<file path="src/rtl/riscv_trap_ctrl_if.sv">
// rtl/riscv_trap_ctrl_if.sv - commit-point, CSR and PC-select signal bundle for riscv_trap_ctrl
interface riscv_trap_ctrl_if #(
  parameter int XLEN = 32
);
  logic            instr_valid_i;
  logic [31:0]     instr_i;
  logic            illegal_i;
  logic [XLEN-1:0] pc_i;
  logic [1:0]      core_pc_sel_i;
  logic            mem_busy_i;
  logic            irq_i;
  logic            csr_we_i;
  logic [11:0]     csr_addr_i;
  logic [XLEN-1:0] csr_wdata_i;
  logic [1:0]      pc_sel_o;
  logic            kill_o;
  logic            flush_o;
  logic            stall_o;
  logic [XLEN-1:0] mepc_o;
  logic [XLEN-1:0] mcause_o;
  logic            mie_o;
  logic            mpie_o;

  // Core side: drives the commit point and observes trap control
  modport master (
    output instr_valid_i, instr_i, illegal_i, pc_i, core_pc_sel_i, mem_busy_i,
    output irq_i, csr_we_i, csr_addr_i, csr_wdata_i,
    input  pc_sel_o, kill_o, flush_o, stall_o, mepc_o, mcause_o, mie_o, mpie_o
  );

  // Trap controller side
  modport slave (
    input  instr_valid_i, instr_i, illegal_i, pc_i, core_pc_sel_i, mem_busy_i,
    input  irq_i, csr_we_i, csr_addr_i, csr_wdata_i,
    output pc_sel_o, kill_o, flush_o, stall_o, mepc_o, mcause_o, mie_o, mpie_o
  );
endinterface

</file>
<file path="src/rtl/riscv_trap_ctrl.sv">
// rtl/riscv_trap_ctrl.sv - trap/MRET sequencer and machine trap CSRs; RISCV_TRAP_IRQ_EN enables interrupt traps
module riscv_trap_ctrl #(
  parameter int XLEN = 32
) (
  input logic              clk_i,
  input logic              rst_i,
  riscv_trap_ctrl_if.slave bus
);
  localparam logic [1:0] S_RUN   = 2'd0;
  localparam logic [1:0] S_DRAIN = 2'd1;
  localparam logic [1:0] S_TRAP  = 2'd2;
  localparam logic [1:0] S_RET   = 2'd3;

  localparam logic [1:0] PCS_NPC   = 2'd0;
  localparam logic [1:0] PCS_MEPC  = 2'd2;
  localparam logic [1:0] PCS_MTVEC = 2'd3;

  logic [1:0]      state;
  logic            pend_ret;
  logic [XLEN-1:0] mepc;
  logic [XLEN-1:0] mcause;
  logic            mie;
  logic            mpie;

  logic            is_sys;
  logic [11:0]     imm;
  logic            is_ecall;
  logic            is_ebreak;
  logic            is_mret;
  logic            irq_pend;
  logic            take_ok;
  logic            trap_take;
  logic            ret_take;
  logic [XLEN-1:0] cause;

  assign is_sys    = (bus.instr_i[6:2] == 5'b11100) && (bus.instr_i[14:12] == 3'b000);
  assign imm       = bus.instr_i[31:20];
  assign is_ecall  = is_sys && (imm == 12'h000);
  assign is_ebreak = is_sys && (imm == 12'h001);
  assign is_mret   = is_sys && (imm == 12'h302);

`ifdef RISCV_TRAP_IRQ_EN
  assign irq_pend = bus.irq_i & mie;
  logic unused_bits;
  assign unused_bits = ^{bus.instr_i[19:15], bus.instr_i[11:7], bus.instr_i[1:0], bus.pc_i[1:0]};
`else
  // Interrupts never trap and never pre-empt MRET in this build
  assign irq_pend = 1'b0;
  logic unused_bits;
  assign unused_bits = ^{bus.irq_i, bus.instr_i[19:15], bus.instr_i[11:7], bus.instr_i[1:0], bus.pc_i[1:0]};
`endif

  assign take_ok   = (state == S_RUN) && bus.instr_valid_i;
  assign trap_take = take_ok && (bus.illegal_i || is_ebreak || is_ecall || irq_pend);
  assign ret_take  = take_ok && !bus.illegal_i && !irq_pend && is_mret;

  // Cause selection in priority order: illegal, EBREAK, ECALL, interrupt
  always_comb begin
    cause = '0;
    if (bus.illegal_i)  cause = XLEN'(2);
    else if (is_ebreak) cause = XLEN'(3);
    else if (is_ecall)  cause = XLEN'(11);
    else                cause = {1'b1, (XLEN-1)'(11)};
  end

  // Sequencer state plus machine trap CSRs; CSR writes only land in RUN when nothing is killed
  always_ff @(posedge clk_i) begin
    if (rst_i) begin
      state    <= S_RUN;
      pend_ret <= 1'b0;
      mepc     <= '0;
      mcause   <= '0;
      mie      <= 1'b0;
      mpie     <= 1'b0;
    end else begin
      case (state)
        S_RUN: begin
          if (trap_take) begin
            mepc     <= {bus.pc_i[XLEN-1:2], 2'b00};
            mcause   <= cause;
            pend_ret <= 1'b0;
            state    <= bus.mem_busy_i ? S_DRAIN : S_TRAP;
          end else if (ret_take) begin
            pend_ret <= 1'b1;
            state    <= bus.mem_busy_i ? S_DRAIN : S_RET;
          end else if (bus.csr_we_i) begin
            case (bus.csr_addr_i)
              12'h300: begin
                mie  <= bus.csr_wdata_i[3];
                mpie <= bus.csr_wdata_i[7];
              end
              12'h341: mepc   <= {bus.csr_wdata_i[XLEN-1:2], 2'b00};
              12'h342: mcause <= bus.csr_wdata_i;
              default: ;
            endcase
          end
        end
        S_DRAIN: begin
          if (!bus.mem_busy_i) state <= pend_ret ? S_RET : S_TRAP;
        end
        S_TRAP: begin
          mpie  <= mie;
          mie   <= 1'b0;
          state <= S_RUN;
        end
        default: begin
          mie   <= mpie;
          mpie  <= 1'b1;
          state <= S_RUN;
        end
      endcase
    end
  end

  // Front-end control decoded from the sequencer state
  always_comb begin
    bus.pc_sel_o = bus.core_pc_sel_i;
    bus.flush_o  = 1'b0;
    bus.stall_o  = 1'b0;
    case (state)
      S_DRAIN: begin
        bus.pc_sel_o = PCS_NPC;
        bus.stall_o  = 1'b1;
      end
      S_TRAP: begin
        bus.pc_sel_o = PCS_MTVEC;
        bus.flush_o  = 1'b1;
        bus.stall_o  = 1'b1;
      end
      S_RET: begin
        bus.pc_sel_o = PCS_MEPC;
        bus.flush_o  = 1'b1;
        bus.stall_o  = 1'b1;
      end
      default: ;
    endcase
  end

  assign bus.kill_o   = trap_take || ret_take;
  assign bus.mepc_o   = mepc;
  assign bus.mcause_o = mcause;
  assign bus.mie_o    = mie;
  assign bus.mpie_o   = mpie;
endmodule

</file>
<file path="src/flat_wrapper.sv">
// flat-port wrapper written by rule: the top's interface ports become plain ports
module riscv_trap_ctrl_flat 
#(
  parameter int XLEN = 32
)
  (clk_i, rst_i, bus_instr_valid_i, bus_instr_i, bus_illegal_i, bus_pc_i, bus_core_pc_sel_i, bus_mem_busy_i, bus_irq_i, bus_csr_we_i, bus_csr_addr_i, bus_csr_wdata_i, bus_pc_sel_o, bus_kill_o, bus_flush_o, bus_stall_o, bus_mepc_o, bus_mcause_o, bus_mie_o, bus_mpie_o);
  riscv_trap_ctrl_if #(.XLEN(XLEN)) bus_i ();
  input logic clk_i;
  input logic rst_i;
  input wire logic [$bits(bus_i.instr_valid_i)-1:0] bus_instr_valid_i;
  input wire logic [$bits(bus_i.instr_i)-1:0] bus_instr_i;
  input wire logic [$bits(bus_i.illegal_i)-1:0] bus_illegal_i;
  input wire logic [$bits(bus_i.pc_i)-1:0] bus_pc_i;
  input wire logic [$bits(bus_i.core_pc_sel_i)-1:0] bus_core_pc_sel_i;
  input wire logic [$bits(bus_i.mem_busy_i)-1:0] bus_mem_busy_i;
  input wire logic [$bits(bus_i.irq_i)-1:0] bus_irq_i;
  input wire logic [$bits(bus_i.csr_we_i)-1:0] bus_csr_we_i;
  input wire logic [$bits(bus_i.csr_addr_i)-1:0] bus_csr_addr_i;
  input wire logic [$bits(bus_i.csr_wdata_i)-1:0] bus_csr_wdata_i;
  output wire logic [$bits(bus_i.pc_sel_o)-1:0] bus_pc_sel_o;
  output wire logic [$bits(bus_i.kill_o)-1:0] bus_kill_o;
  output wire logic [$bits(bus_i.flush_o)-1:0] bus_flush_o;
  output wire logic [$bits(bus_i.stall_o)-1:0] bus_stall_o;
  output wire logic [$bits(bus_i.mepc_o)-1:0] bus_mepc_o;
  output wire logic [$bits(bus_i.mcause_o)-1:0] bus_mcause_o;
  output wire logic [$bits(bus_i.mie_o)-1:0] bus_mie_o;
  output wire logic [$bits(bus_i.mpie_o)-1:0] bus_mpie_o;
  assign bus_i.instr_valid_i = bus_instr_valid_i;
  assign bus_i.instr_i = bus_instr_i;
  assign bus_i.illegal_i = bus_illegal_i;
  assign bus_i.pc_i = bus_pc_i;
  assign bus_i.core_pc_sel_i = bus_core_pc_sel_i;
  assign bus_i.mem_busy_i = bus_mem_busy_i;
  assign bus_i.irq_i = bus_irq_i;
  assign bus_i.csr_we_i = bus_csr_we_i;
  assign bus_i.csr_addr_i = bus_csr_addr_i;
  assign bus_i.csr_wdata_i = bus_csr_wdata_i;
  assign bus_pc_sel_o = bus_i.pc_sel_o;
  assign bus_kill_o = bus_i.kill_o;
  assign bus_flush_o = bus_i.flush_o;
  assign bus_stall_o = bus_i.stall_o;
  assign bus_mepc_o = bus_i.mepc_o;
  assign bus_mcause_o = bus_i.mcause_o;
  assign bus_mie_o = bus_i.mie_o;
  assign bus_mpie_o = bus_i.mpie_o;
  riscv_trap_ctrl #(.XLEN(XLEN)) u_core (.clk_i(clk_i), .rst_i(rst_i), .bus(bus_i));
endmodule
</file>
<file path="config.mk">
export PLATFORM = sky130hd
export DESIGN_NAME = riscv_trap_ctrl_flat
export DESIGN_NICKNAME = d
export VERILOG_FILES = /design/src/rtl/riscv_trap_ctrl_if.sv /design/src/rtl/riscv_trap_ctrl.sv /design/src/flat_wrapper.sv
export SDC_FILE = /design/constraint.sdc
export NUM_CORES = 1
export LEC_CHECK = 0
export ABC_AREA = 1
export CORE_UTILIZATION = 28
export DETAILED_ROUTE_END_ITERATION = 10
export PLACE_DENSITY_LB_ADDON = 0.05
export SLEW_MARGIN = 0
export SYNTH_ARGS = -nofsm -noshare
export SYNTH_HDL_FRONTEND = slang
export SYNTH_SLANG_ARGS = --single-unit
</file>
<file path="constraint.sdc">
create_clock -name clk_i -period 3.4 [get_ports clk_i]
set_input_delay 0.34 -clock clk_i [delete_from_list [all_inputs] [get_ports clk_i]]
set_output_delay 0.34 -clock clk_i [all_outputs]
set_load 0.05 [all_outputs]
</file>
Yosys cells after proc, flatten, opt, wreduce, memory -nomap -nowiden

Cells that the tools add are included.
W data, S select, Z words.

Logic and storage cells: 82
Input bits: 117
Flip-flop bits (word level): 69

Bitwise operators: 1
Reduce and logical (&&, ||, !) cells: 26
Mux-type cells: 33
Equality and inequality tests: 16

Operator list:

| cell                   | count |
|---|---|
| $mux W32               | 11 |
| $eq A12 B10 Y1 const B | 4 |
| $mux W1                | 13 |
| $eq A12 B1 Y1 const B  | 1 |
| $logic_not A12 Y1      | 1 |
| $mux W2                | 5 |
| $ne A2 B2 Y1 const B   | 5 |
| $logic_and A1 B1 Y1    | 8 |
| $reduce_and A4 Y1      | 2 |
| $reduce_bool A2 Y1     | 4 |
| $pmux W1 S3            | 2 |
| $pmux W2 S3            | 1 |
| $eq A5 B5 Y1 const B   | 1 |
| $reduce_and A5 Y1      | 1 |
| $eq A2 B2 Y1 const B   | 2 |
| $pmux W2 S2            | 1 |
| $reduce_and A2 Y1      | 2 |
| $logic_not A3 Y1       | 1 |
| $logic_or A1 B1 Y1     | 3 |
| $ne A3 B1 Y1 const B   | 1 |
| $reduce_or A3 Y1       | 1 |
| $eq A2 B1 Y1 const B   | 1 |
| $logic_not A2 Y1       | 1 |
| $ne A2 B1 Y1 const B   | 1 |
| other kinds (3)        | 3 |

Depth between registers and ports, before layout

Gate-level depths: netlist of run 1.

Depth in word-level cells: 8
Gate-level depth with buffers: 14

Worst setup path before layout of run 1

No wires, ideal clock.

Path kind: register to output
From: reg u_core.state[0]
To: out bus_kill_o
Data required time: 3060 ps
Stages on the path, launching flop included: 8
Arrival time: 1595 ps
Slack: 1465 ps
Buffers on the path: 2
Cells stage by stage: dfxtp_1 -> inv_2 -> nand2_4 -> nor2_1 -> nand2_1 -> buf_2 -> buf_1 -> nand2_1

Word-level cells in the longest chain between the ends: 5
Elaborated cells between the ends (all ways): 6
Those cells by class: reduce/logical (6)

RTL lines:

| element                          | RTL line               | source |
|---|---|---|
| start: declaration               | riscv_trap_ctrl.sv:18  | `logic [1:0] state;` |
| start signal: assignment         | riscv_trap_ctrl.sv:82  | `state <= bus.mem_busy_i ? S_DRAIN : S_TRAP;` |
| start signal: assignment         | riscv_trap_ctrl.sv:85  | `state <= bus.mem_busy_i ? S_DRAIN : S_RET;` |
| start signal: assignment         | riscv_trap_ctrl.sv:99  | `if (!bus.mem_busy_i) state <= pend_ret ? S_RET : S_TRAP;` |
| $logic_not A2 Y1 *               | riscv_trap_ctrl.sv:53  | `assign take_ok = (state == S_RUN) && bus.instr_valid_i;` |
| $logic_and A1 B1 Y1 *            | riscv_trap_ctrl.sv:53  |  |
| $logic_and A1 B1 Y1 (2 in a row) | riscv_trap_ctrl.sv:55  | `assign ret_take = take_ok && !bus.illegal_i && !irq_pend && is_mret;` |
| $logic_or A1 B1 Y1 *             | riscv_trap_ctrl.sv:139 | `assign bus.kill_o = trap_take \|\| ret_take;` |
| end: declaration                 | flat_wrapper.sv:21     | `output wire logic [$bits(bus_i.kill_o)-1:0] bus_kill_o;` |

Every way passes the cells marked *; elsewhere a longest branch is shown, timed or not.

Worst setup path in the final report of run 1

From: in bus_instr_i[6]
To: out bus_kill_o

Word-level cells in the longest chain between the ends: 7
Elaborated cells between the ends (all ways): 10
Those cells by class: eq/ne (1); reduce/logical (9)

RTL lines:

| element                         | RTL line               | source |
|---|---|---|
| start: declaration              | flat_wrapper.sv:11     | `input wire logic [$bits(bus_i.instr_i)-1:0] bus_instr_i;` |
| $eq A5 B5 Y1 *                  | riscv_trap_ctrl.sv:36  | `assign is_sys = (bus.instr_i[6:2] == 5'b11100) && (bus.instr_i[14:12] == 3'b000);` |
| $logic_and A1 B1 Y1 *           | riscv_trap_ctrl.sv:36  |  |
| $logic_and A1 B1 Y1             | riscv_trap_ctrl.sv:39  | `assign is_ebreak = is_sys && (imm == 12'h001);` |
| $logic_or A1 B1 Y1 (2 in a row) | riscv_trap_ctrl.sv:54  | `assign trap_take = take_ok && (bus.illegal_i \|\| is_ebreak \|\| is_ecall \|\| irq_pend);` |
| $logic_and A1 B1 Y1             | riscv_trap_ctrl.sv:54  |  |
| $logic_or A1 B1 Y1 *            | riscv_trap_ctrl.sv:139 |  |

Marks and branches as above.

==> results of run 1 <==
-- stage by stage --
stage,power (W),cell area [sq um],hold WS (ps),instances
floorplan,0.001314,3323,438.8,500
global placement,0.001607,5122,451.1,787
detailed placement,0.001612,5122,457.1,787
CTS,0.002690,5465,465.4,803
global route,0.002781,5465,483.7,803
finish,0.002664,5465,464.1,803
-- critical path, delay by kind of cell --
kind	cells	cell delay, ps
buf+inv	3	630
simple gates	7	1100
-- layout make-up --
type	instances	area, sq um
clock buffer	10	229.0
clock inverter	6	113.9
fill	1200	6002
inverter	63	237.7
multi-input combinational	336	1585
sequential	67	1341
tap	143	178.9
timing repair buffer	178	1779
-- power by group through the flow --
| stage | combinational (W) | clock (W) | sequential, W |
|---|---|---|---|
| final | 0.000721 | 0.00107 | 0.000870 |
| after global routing | 0.000776 | 0.00113 | 0.000876 |
| after CTS | 0.000728 | 0.00109 | 0.000870 |
| after detailed placement | 0.000725 | 0 | 0.000886 |
| after global placement | 0.000723 | 0 | 0.000884 |
| after floorplan | 0.000261 | 0 | 0.00105 |
-- logic make-up (layout without fill, tap and decap cells) --
logic type,after synthesis,in the layout,share of synthesized area (%)
buf+inv,97,257,12.40
compound gates,44,44,8.104
flops,67,67,40.41
other cells,1,2,0.1130
simple gates,290,290,38.98
-- layer usage --
| layer | vias up | routed length (um) |
|---|---|---|
| met2 | 113 | 5201 |
| li1 | 1906 | - |
| met5 | - | 0 |
| met3 | 14 | 730 |
| met4 | 0 | 180 |
| met1 | 1674 | 4852 |
-- flip-flops by register name (all words and copies together), names as in the netlist --
signal / flops
u_core.bus.mcause_o: 32
u_core.bus.mepc_o: 30
u_core.state: 2
u_core.bus.mie_o: 1
u_core.bus.mpie_o: 1
u_core.pend_ret: 1
-- layout by cell type, fill, tap and decap left out --
cell             instances
a21oi_4                  1
nor3_1                   4
o22ai_1                  1
buf_2                    1
nand4_1                  3
clkbuf_16                9
a31oi_1                  3
o21ai_0                  6
nand2_2                 11
clkinv_4                 1
nor4_1                   1
clkdlybuf4s50_1        168
a21oi_2                 10
bufinv_16                3
conb_1                   2
dfxtp_1                 67
nand2_4                  2
a211oi_1                 1
clkinvlp_4               2
buf_12                   2
nand2_1                118
clkbuf_1                 1
a21oi_1                 22
buf_4                    7
nor2_1                  31
inv_2                    4
inv_1                   58
nand3_1                119
clkinv_2                 1
nor3_2                   1
-- worst max path at each step --
stage	start	to	cells past startpoint
6_report	bus_instr_i[6]	bus_kill_o	10
5_1_grt	bus_instr_i[6]	u_core.bus.mepc_o[15]	14
4_1_cts	bus_instr_i[6]	bus_kill_o	10
3_5_place_dp	bus_instr_i[6]	u_core.bus.mepc_o[15]	14
3_3_place_gp	bus_instr_i[6]	u_core.bus.mepc_o[20]	14
2_1_floorplan	u_core.state[0]	bus_kill_o	7
==> flow_summary.toml, run 1 <==
[outcome]
status = "complete, no violations"

[worst_hold_path]
min_to = "u_core.bus.mcause_o[8]"
hold_path_class = "reg -> reg"
hold-path-cell-count = 2
hold_start = "u_core.bus.mcause_o[8]"

[detailed_routing]
dr_total_vias = 3707
drt-pass1-iter-count = 4
drt.antenna.violating_nets = 0
drt_iter0_drc = 183
drt_wl_total_um = 10960
drcViolationCount = 0
viasPerCell = 4.616
wl_per_cell_um = 13.65

[sta]
tns_ps = 0
slew_headroom_pct = 59.38
skew_ps = 7.558
maxSlewViolCount = 0
fin_ws_ps = 970.7
hold_viol_final = 0
rsz0062_at_grt = "false"
tightest_slew_ps = 608.4
max_freq_ghz = 0.4116
setup_violations = 0
fin_crit_sh_pct = 71.45
period_minus_slack_ps = 2429

[yosys]
synth_top_area_share_pct = 40.41
ys_seq_area_share_pct = 40.41
netlist_area_sq_um = 3319
ys_types = 26
synth.top_cells.by_count = "nand2_1 (119), nand3_1 (119), dfxtp_1 (67)"
yosys_warnings = 0
ys_ff_latch = 67
synth_edf_count = 0
ys.flop_type = "dfxtp_1"
syn_avg_cell_area_sq_um = 6.652
ys_async_sr_fraction_pct = 0
syn_inst = 499
yosys-top-cells-area = "dfxtp_1 (40%), nand3_1 (18%), nand2_1 (13%)"
synth_top_area_cell = "dfxtp_1"

[clock_network]
cts_setup_buffers = 0
cts_buffer_depth = 2
numCtsBuffers = 9
cts_tree = "done"
cts_root_buf = "clkbuf_16"
insertion_delay_ps = 330
numClockSinks = 67
cts.clk_slew.worst_paths_ps = 50
htreeDepth = 3
ctsResizeCount = 0
postCtsHoldBufs = 0

[critical_path]
slowest_stage = "clkdlybuf4s50_1"
crit_arrival_ps = 2090
criticalPathCategory = "in -> out"
r2r_end = "u_core.bus.mepc_o[15]"
cp_cell_sequence = "clkdlybuf4s50_1, inv_1, nor2_1, nand2_1, nor2_1, nand3_1, nand2_1, nand2_4, nand2_1, buf_12"
path_max_fanout = 34
r2r-start = "u_core.state[0]"
crit_top_cell = "nand2_1"
cp-end-kind = "primary output"
setup.worst_path.start_class = "input pin"
worst_path_largest_cell_delay_ps = 450
reg2reg_slack_ps = 1040
rr_worst_depth = 12
worstPathRequired_ps = 3060

[grt]
grt_use_met3_pct = 4.975
overflow = 0
grt_max_degree = 35
gr-max-usage-layer = "met2"
grt_pass1_vias = 3628
antenna_found_initial = 0
grt_pass1_wl_um = 18220
met2_usage_pct = 31.47
track_usage_pct = 18.36
grt_util_met1_pct = 22.11

[power_and_ir_drop]
p_clk_share_pct = 40.3
switching_power_w = 0.0008260
p_leak_nw = 2.355
p_seq_share_pct = 32.6
p_comb_share_pct = 27.1
power_switching_share_pct = 31.01
intPower_w = 0.001838
max-vdd-ir-drop_mv = 0.2113
p_per_area_nw_per_um2 = 487.5

[layout]
diodes = 0
area_growth_pct = 64.64
fin_util_pct = 47.66
layout.nets = 772
drive_gt1_share_pct = 8.333

[floorplan]
rows = 39
die_x_um = 110.9
core-area_sq_um = 11470
die_h_um = 110.9
initial_utilization_pct = 28.95
pin_count = 188
die_area_sq_um = 12290

[place]
place_ws_ps = 646.7
gp_congestion = 0.7445
dp_hpwl_um = 7765
numPortBuffers = 170

[flow_run]
cap_violations = 0
No activity file was read; power rests on OpenSTA's default activity.
==> run 2: changes to the inputs <==
- clock period: 3.4 -> 2.4 ns (I/O delays scaled with it)
==> run 2 against run 1 <==
Wire length increased by 0.15%; flip-flop and latch count unchanged; clock power increased by 14%; count of clock-buffer cells in the layout increased by 4; sequential share of layout area increased by 0.21 points; non-clock buffer count increased by 3; global-route usage increased by 0.17 points; worst setup slack got worse by 720 ps; cell count increased by 0.37%; core utilization decreased by 0.40 points; clock skew decreased by 4.0 ps; design area decreased by 0.85%; largest power group is now sequential cells.
==> flow_summary.toml, run 2 (same netlist as run 1, synthesis figures left out) <==
[detailed_routing]
dr_total_vias = 3695
viasPerCell = 4.584
wl_per_cell_um = 13.62
drt-pass1-iter-count = 4
drt_iter0_drc = 190
drt_wl_total_um = 10980
drt.antenna.violating_nets = 0
drcViolationCount = 0

[power_and_ir_drop]
p_leak_nw = 2.348
switching_power_w = 0.001133
p_seq_share_pct = 35.4
intPower_w = 0.002347
p_comb_share_pct = 29.5
p_per_area_nw_per_um2 = 642.2
power_switching_share_pct = 32.55
max-vdd-ir-drop_mv = 0.4350
p_clk_share_pct = 35.1

[critical_path]
criticalPathCategory = "in -> out"
slowest_stage = "clkdlybuf4s50_1"
cp-end-kind = "primary output"
crit_top_cell = "nand2_1"
rr_worst_depth = 12
cp.buffers_inverters = 4
worstPathRequired_ps = 2160
worst_path_largest_cell_delay_ps = 450
cp_cell_sequence = "clkdlybuf4s50_1, inv_1, nor2_1, nand2_1, nor2_1, nand3_1, nand2_1, nand2_4, buf_4, nand2_1, buf_12"
crit_arrival_ps = 1910
cp_top_family = "buffers and inverters"
setup.worst_path.start_class = "input pin"
path_max_fanout = 25
path_depth = 11

[clock_network]
cts_root_buf = "clkbuf_16"
cts.clk_slew.worst_paths_ps = 50
htreeDepth = 3
cts_setup_buffers = 0
cts_tree = "done"
numClockSinks = 67
cts_buffer_depth = 2
insertion_delay_ps = 330
numCtsBuffers = 9
ctsResizeCount = 0
postCtsHoldBufs = 0

[floorplan]
initial_utilization_pct = 28.95
die_area_sq_um = 12290
die_x_um = 110.9
rows = 39
core-area_sq_um = 11470
die_h_um = 110.9
pin_count = 188

[layout]
drive_gt1_share_pct = 8.446
final_common_cell = "clkdlybuf4s50_1"
fin_util_pct = 47.26
layout.nets = 775
fin_cells = 806
largest_register_ffs = 32
area_growth_pct = 63.25
diodes = 0
final_cell_mix = "clkdlybuf4s50_1 (168), nand3_1 (119), nand2_1 (118)"

[sta]
skew_ps = 3.572
tightest_slew_ps = 579.3
max_freq_ghz = 0.4644
setup_violations = 0
rsz0062_at_grt = "false"
holdWs_ps = 446.1
hold_viol_final = 0
maxSlewViolCount = 0
tns_ps = 0
period_minus_slack_ps = 2153
fin_crit_sh_pct = 89.72
slew_headroom_pct = 61.33

[worst_hold_path]
hold-path-cell-count = 3
hold_path_class = "in -> reg"

[grt]
grt_use_met3_pct = 6.506
overflow = 0
grt_max_degree = 34
gr-max-usage-layer = "met2"
met2_usage_pct = 32.55
grt_pass1_vias = 3595
antenna_found_initial = 0
grt_pass1_wl_um = 18050
grt_util_met1_pct = 21.43
track_usage_pct = 18.53

[outcome]
status = "complete, no violations"

[place]
dp.cells = 790
gp_congestion = 0.7490
numPortBuffers = 170
dp_hpwl_um = 7846

[flow_run]
cap_violations = 0
[run 2: cell types whose count changed in the layout (fill, tap and decap cells not counted)]
cell,before,now
buf_4,7,10
bufinv_16,3,0
clkbuf_1,1,3
clkbuf_8,0,2
clkinv_2,1,3
clkinv_4,1,0
clkinvlp_4,2,0
[run 2: stage by stage]
step | setup WS (ps) | cell area [sq um] | power, W
after floorplan | 565.2 | 3323 | 0.001862
after global placement | 63.84 | 5145 | 0.002284
after detailed placement | 7.418 | 5145 | 0.002290
after CTS | 212.0 | 5419 | 0.003531
after global routing | 67.34 | 5419 | 0.003664
final | 246.8 | 5419 | 0.003480
[run 2: layout make-up]
type | count | area [sq um]
clock buffer | 14 | 264.0
inverter | 63 | 237.7
timing repair buffer | 181 | 1802
fill | 1177 | 6048
multi-input combinational | 336 | 1585
clock inverter | 2 | 10.01
sequential | 67 | 1341
tap | 143 | 178.9
[run 2: final timing paths]
| check | to | slack [ps] | from |
|---|---|---|---|
| max | bus_kill_o | 250 | bus_instr_i[6] |
| min reg2reg | u_core.bus.mcause_o[25] | 460 | u_core.bus.mcause_o[25] |
| max reg2reg | u_core.bus.mepc_o[11] | 360 | u_core.state[0] |
| min | u_core.bus.mpie_o | 450 | rst_i |
[run 2: power by group through the flow]
| stage | Sequential [W] | Clock (W) | Combinational, W |
|---|---|---|---|
| detailed placement | 0.00126 | 0 | 0.00103 |
| CTS | 0.00123 | 0.00126 | 0.00104 |
| global route | 0.00124 | 0.00131 | 0.00111 |
| finish | 0.00123 | 0.00122 | 0.00103 |
| floorplan | 0.00149 | 0 | 0.000370 |
| global placement | 0.00125 | 0 | 0.00103 |
[run 2: worst register-to-register path, cell delays in order, from the launching register on]
cell and delay, ps:
dfxtp_1 430, inv_2 100, nand2_4 110, clkinv_2 90, nand2_2 120, nor3_2 60
nand2_2 120, nand2_1 150, inv_2 450, nand3_1 150, nand3_1 100, nand2_1 50
inv_1 60
[run 2: layer usage]
layer / part of all wire (%) / vias up
li1: - / 1910
met4: 0.98 / 0
met5: 0 / -
met3: 6.9 / 9
met2: 48 / 108
met1: 44 / 1668
